===== src/rtl/jzjpcc_pkg.sv =====
// Shared types and constants for the jzjpcc SRAM arbiter and its burst limiter.
// Owner encoding and the counter-width helper live here so both files agree.
package jzjpcc_pkg;

  typedef enum logic [1:0] {
    OWN_NONE  = 2'd0,
    OWN_FETCH = 2'd1,
    OWN_DATA  = 2'd2
  } owner_t;

  // addi x0,x0,0 with the always-11 low bits stripped, as decode sees it
  localparam logic [29:0] NOP_INSTR = 30'(32'h0000_0013 >> 2);

  localparam int unsigned MAX_DATA_BURST_DEF = 4;

  function automatic int unsigned burst_cnt_w(input int unsigned max_burst);
    return (max_burst < 1) ? 1 : $clog2(max_burst + 1);
  endfunction

  localparam int unsigned BURST_CNT_W_DEF = burst_cnt_w(MAX_DATA_BURST_DEF);

endpackage


===== src/rtl/jzjpcc_burst_limiter.sv =====
// Saturating count of consecutive data grants; allow drops once the limit is
// reached so the arbiter hands fetch exactly one cycle before data resumes.
module jzjpcc_burst_limiter
  import jzjpcc_pkg::*;
#(
  parameter int unsigned MAX_BURST = MAX_DATA_BURST_DEF
) (
  input  logic clk_i,
  input  logic rst_ni,
  input  logic inc_i,
  input  logic clr_i,
  output logic allow_o
);

  localparam int unsigned CW = burst_cnt_w(MAX_BURST);
  localparam logic [CW-1:0] MAX_C = CW'(MAX_BURST);

  logic [CW-1:0] cnt_q, cnt_d;

  always_comb begin
    cnt_d = cnt_q;
    if (clr_i) begin
      cnt_d = '0;
    end else if (inc_i && (cnt_q != MAX_C)) begin
      cnt_d = cnt_q + CW'(1);
    end
  end

  always_ff @(posedge clk_i or negedge rst_ni) begin
    if (!rst_ni) begin
      cnt_q <= '0;
    end else begin
      cnt_q <= cnt_d;
    end
  end

  assign allow_o = (cnt_q < MAX_C);

endmodule


===== src/rtl/jzjpcc_mem_arbiter.sv =====
// Single-port SRAM arbiter between instruction fetch and the memory stage.
// Data has priority up to a bounded burst; fetch is stalled/flushed around it.
module jzjpcc_mem_arbiter
  import jzjpcc_pkg::*;
#(
  parameter int unsigned PC_MAX_B       = 15,
  parameter int unsigned MAX_DATA_BURST = MAX_DATA_BURST_DEF
) (
  input  logic                  clock_i,
  input  logic                  reset_ni,

  input  logic [PC_MAX_B:2]     fetch_addr_i,
  output logic                  fetch_stall_o,
  output logic                  fetch_flush_o,
  output logic [31:2]           fetch_instr_o,

  input  logic                  data_req_i,
  input  logic                  data_we_i,
  input  logic [PC_MAX_B:2]     data_addr_i,
  input  logic [3:0]            data_byteen_i,
  input  logic [31:0]           data_wdata_i,
  output logic                  data_gnt_o,
  output logic                  data_rvalid_o,
  output logic [31:0]           data_rdata_o,

  output logic [PC_MAX_B:2]     ram_addr_o,
  output logic                  ram_we_o,
  output logic [3:0]            ram_byteen_o,
  output logic [31:0]           ram_wdata_o,
  input  logic [31:0]           ram_rdata_i
);

  owner_t owner_q, owner_d;
  logic   burst_allow;
  logic   data_gnt;

  jzjpcc_burst_limiter #(
    .MAX_BURST (MAX_DATA_BURST)
  ) u_burst (
    .clk_i   (clock_i),
    .rst_ni  (reset_ni),
    .inc_i   (data_gnt),
    .clr_i   (!data_gnt),
    .allow_o (burst_allow)
  );

  // Reset gates the grant combinationally so nothing is written while held.
  assign data_gnt = data_req_i & burst_allow & reset_ni;

  always_comb begin
    owner_d      = OWN_FETCH;
    ram_addr_o   = fetch_addr_i;
    ram_we_o     = 1'b0;
    ram_byteen_o = 4'b0000;
    ram_wdata_o  = '0;
    if (data_gnt) begin
      owner_d      = OWN_DATA;
      ram_addr_o   = data_addr_i;
      ram_we_o     = data_we_i;
      ram_byteen_o = data_byteen_i;
      ram_wdata_o  = data_wdata_i;
    end
  end

  always_ff @(posedge clock_i or negedge reset_ni) begin
    if (!reset_ni) begin
      owner_q <= OWN_NONE;
    end else begin
      owner_q <= owner_d;
    end
  end

  assign data_gnt_o    = data_gnt;
  assign fetch_stall_o = data_gnt | !reset_ni;
  assign fetch_flush_o = (owner_q != OWN_FETCH);
  assign data_rvalid_o = (owner_q == OWN_DATA);
  assign data_rdata_o  = ram_rdata_i;
  assign fetch_instr_o = ram_rdata_i[31:2];

endmodule


===== config.mk =====
export PLATFORM = sky130hd
export DESIGN_NAME = jzjpcc_mem_arbiter
export DESIGN_NICKNAME = d
export VERILOG_FILES = /design/src/rtl/jzjpcc_pkg.sv /design/src/rtl/jzjpcc_burst_limiter.sv /design/src/rtl/jzjpcc_mem_arbiter.sv
export SDC_FILE = /design/constraint.sdc
export NUM_CORES = 1
export LEC_CHECK = 0
export ABC_AREA = 1
export CAP_MARGIN = 20
export CORE_AREA = 3 3 83 85
export DETAILED_ROUTE_END_ITERATION = 16
export DIE_AREA = 0 0 86 88
export PLACE_DENSITY = 0.85
export SLEW_MARGIN = 15
export SYNTH_ARGS = -nofsm -noshare
export SYNTH_HDL_FRONTEND = slang
export SYNTH_SLANG_ARGS = --single-unit

===== constraint.sdc =====
create_clock -name clock_i -period 2.25 [get_ports clock_i]
set_clock_uncertainty 0.2 [all_clocks]
set_input_delay 0.45 -clock clock_i [delete_from_list [all_inputs] [get_ports clock_i]]
set_output_delay 0.45 -clock clock_i [all_outputs]
set_load 0.005 [all_outputs]

==> run_results.csv <==
group,metric,value,unit
grt,use_met2,18.8,%
clock_network,clockBufferDepth,2,
grt,antenna_found_initial,0,
synth,yosys_warnings,0,
timing,min_period_over_period,98.3,%
setup_path,end_kind,"output pin",
drt,routed_wl,4160,um
floorplan,coreArea,0.00628,mm^2
final_layout,nets,382,
setup_path,max_stage_delay,0.49,ns
setup_path,arrival,1.56,ns
synth,synth.top_cell.area_share,30.8,%
final_layout,seq_area,125,um^2
synth,netlist_area,0.00156,mm^2
synth,synth_seq_cells,5,
timing,max_freq,452,MHz
grt,track_usage,10.3,%
grt,busiest_layer,"met2",
drt,route.vias.total,1385,
timing,rsz0062_at_grt,"no",
setup_path,slowest_stage,"clkdlybuf4s50_1",
drt,drtAntennaViolNets,0,
drt,post_drt_via_cell_ratio,3.89,
synth,synth_common_cells,"buf_4, inv_1, nor2_4",
floorplan,die_w,86,um
drt,wl_per_cell,11.7,um
clock_network,cts_buffers,3,
placement,port_buffers,122,
synth,synthFlopType,"dfrtp_1",
grt,use_met1,10.6,%
final_layout,multiInputGateArea,686,um^2
worst_hold_path,whs_path_depth,1,
timing,finalMaxSlewViolations,0,
pwr,ir_worst_vdd,0.000152,V
pwr,p_total,621,uW
grt,overflow,0,
synth,synth_cell_types,13,
status,status,"completed",
final_layout,fillers,628,
clock_network,cts_sinks,5,
synth,async_reset_ff_share,100,%
floorplan,die_area,0.00757,mm^2
timing,final.min_clock_period,2.21,ns
grt,grt_use_met3,4.14,%
worst_hold_path,hold_path.class,"flip-flop to flip-flop",
synth,syn_inst,211,
clock_network,cts_tree,"built",
setup_path,critPathKind,"input port to output pin",
synth,post_synth.cell_area_avg,7.39,um^2
setup_path,cp-start-kind,"input port",
setup_path,r2r_start,"u_burst.cnt_q[2]$_DFFE_PN0P_",
floorplan,row_count,29,
pwr,p_leak,1.32,nW
setup_path,rr_endpoint,"owner_q[1]$_DFF_PN0_",
placement,hpwlAfterDp,3440,um
worst_hold_path,hold_path_end,"u_burst.cnt_q[0]$_DFFE_PN0P_",
synth,synth_edf_count,0,
setup_path,regToRegSetupSlack,0.96,ns
synth,synthesis.nets,313,
clock_network,clk_pin_slew,0.03,ns
worst_hold_path,worstHoldStart,"u_burst.cnt_q[0]$_DFFE_PN0P_",
grt,grt_first_pass_wirelength,6280,um
synth,ys_seq_area_share,8.02,%
drt,dr.pass1.iters,4,
placement,place.gp.congestion,0.694,
timing,hold_violations,0,
setup_path,critPathMaxFanout,1,
synth,yosysMostFrequentCell,"buf_4",
floorplan,start_util,24.9,%
timing,tightestPinTransition,0.169,ns
job,drv_cap,0,
synth,yosysTopAreaCell,"buf_4",
floorplan,io_pins,217,
clock_network,htreeDepth,1,
clock_network,hold_buffers,0,
grt,grt_max_degree,17,
clock_network,insertion_delay,0.22,ns
grt,grt_pass1_vias,1318,
setup_path,required,1.60,ns
timing,max_slew_margin,88.7,%
final_layout,antenna_cells,0,
final_layout,drive_above_1_share,21.5,%
setup_path,crit_top_cell,"clkdlybuf4s50_1",
drt,first_iter_violations,21,
setup_path,cp_cell_sequence,"clkdlybuf4s50_1 > nand4_1 > nand2_1 > clkdlybuf4s50_1",
floorplan,die_h,88,um
timing,final-setup-viol-count,0,
drt,post-route-drc-count,0,
clock_network,cts_root_buf,"clkbuf_8",
pwr,p_per_area,248,mW/mm^2
final_layout,area_growth,60.4,%
setup_path,rr_worst_depth,6,
synth,synth_area_leaders,"buf_4, nor2_4, inv_1",
placement,place_ws,-0.358,ns
timing,layout_setup_ws,0.0388,ns
-- cells by family after synthesis --
logic type	synth area share, %
buffers and inverters	48.5
adders and majority gates	1.60
and+or+nand+nor	41.9
DFF	8.02
-- critical path, delay by kind of cell --
kind                   cells  cell delay (ns)
buffers and inverters      2             0.95
AND/OR/NAND/NOR            2             0.16
-- cell type report --
class / instances / area share [%]
multi-input cells: 89 / 27.4
inverters: 44 / 6.60
clock buffers: 4 / 1.80
well taps: 77 / 3.85
flip-flops and latches: 5 / 5.00
repair buffers: 137 / 55.4
-- where the power goes --
group | total [mW] | switching [mW] | internal [mW] | leakage, nW
clock | 0.163 | 0.0419 | 0.121 | 0.0228
combinational | 0.362 | 0.139 | 0.223 | 1.24
sequential | 0.0957 | 0.00173 | 0.0940 | 0.0640
total | 0.621 | 0.183 | 0.438 | 1.32
-- metrics by stage --
step                area, um^2  cells  hold WS [ns]  setup TNS (ns)  utilization, %
floorplan                 1560    211       -0.0456               0               -
global placement          2390    346         0.244          -16.10            38.0
detailed placement        2390    346         0.260          -16.90            38.0
CTS                       2490    356         0.264               0            39.7
global route              2500    356         0.293               0            39.9
finish                    2500    356         0.255               0            39.9
-- flip-flops by register name (all words and copies together) (netlist names) --
| name | cells |
|---|---|
| u_burst.cnt_q | 3 |
| owner_q | 2 |
-- cell usage in the layout (no fill, tap or decap), drive strengths merged --
cell type / Yosys / routed
nand2: 31 / 31
dfrtp: 5 / 5
clkdlybuf4s15: 0 / 2
nand4: 14 / 14
clkdlybuf4s50: 0 / 73
ha: 2 / 2
nor2: 41 / 41
buf: 73 / 15
dlymetal6s2s: 0 / 5
clkbuf: 0 / 4
dlygate4sd2: 0 / 42
inv: 44 / 44
nand3: 1 / 1
-- metal layers --
metal	wire (um)	vias up	share of wire [%]
met2	2140	89	51
li1	-	681	-
met1	1360	602	33
met4	97	0	2.3
met5	0	-	0
met3	568	13	14
-- worst max path at each step --
stage,start,depth (start not counted),to
final,data_addr_i[2],4,ram_addr_o[2]
after global routing,reset_ni,6,ram_addr_o[2]
after CTS,data_addr_i[3],4,ram_addr_o[3]
after detailed placement,data_req_i,5,ram_wdata_o[24]
after global placement,data_req_i,5,ram_wdata_o[25]
after floorplan,reset_ni,5,data_gnt_o
-- repair_timing --
item / in CTS / in global routing
setup endpoints to repair: 53 / 5
pin swaps: 1 / 1
gates resized for setup: 53 / 5
endpoints found under the hold margin: 0 / 0
setup buffers: 4 / 0
cloned: 2 / 0
(Power assumes the default switching activity.)
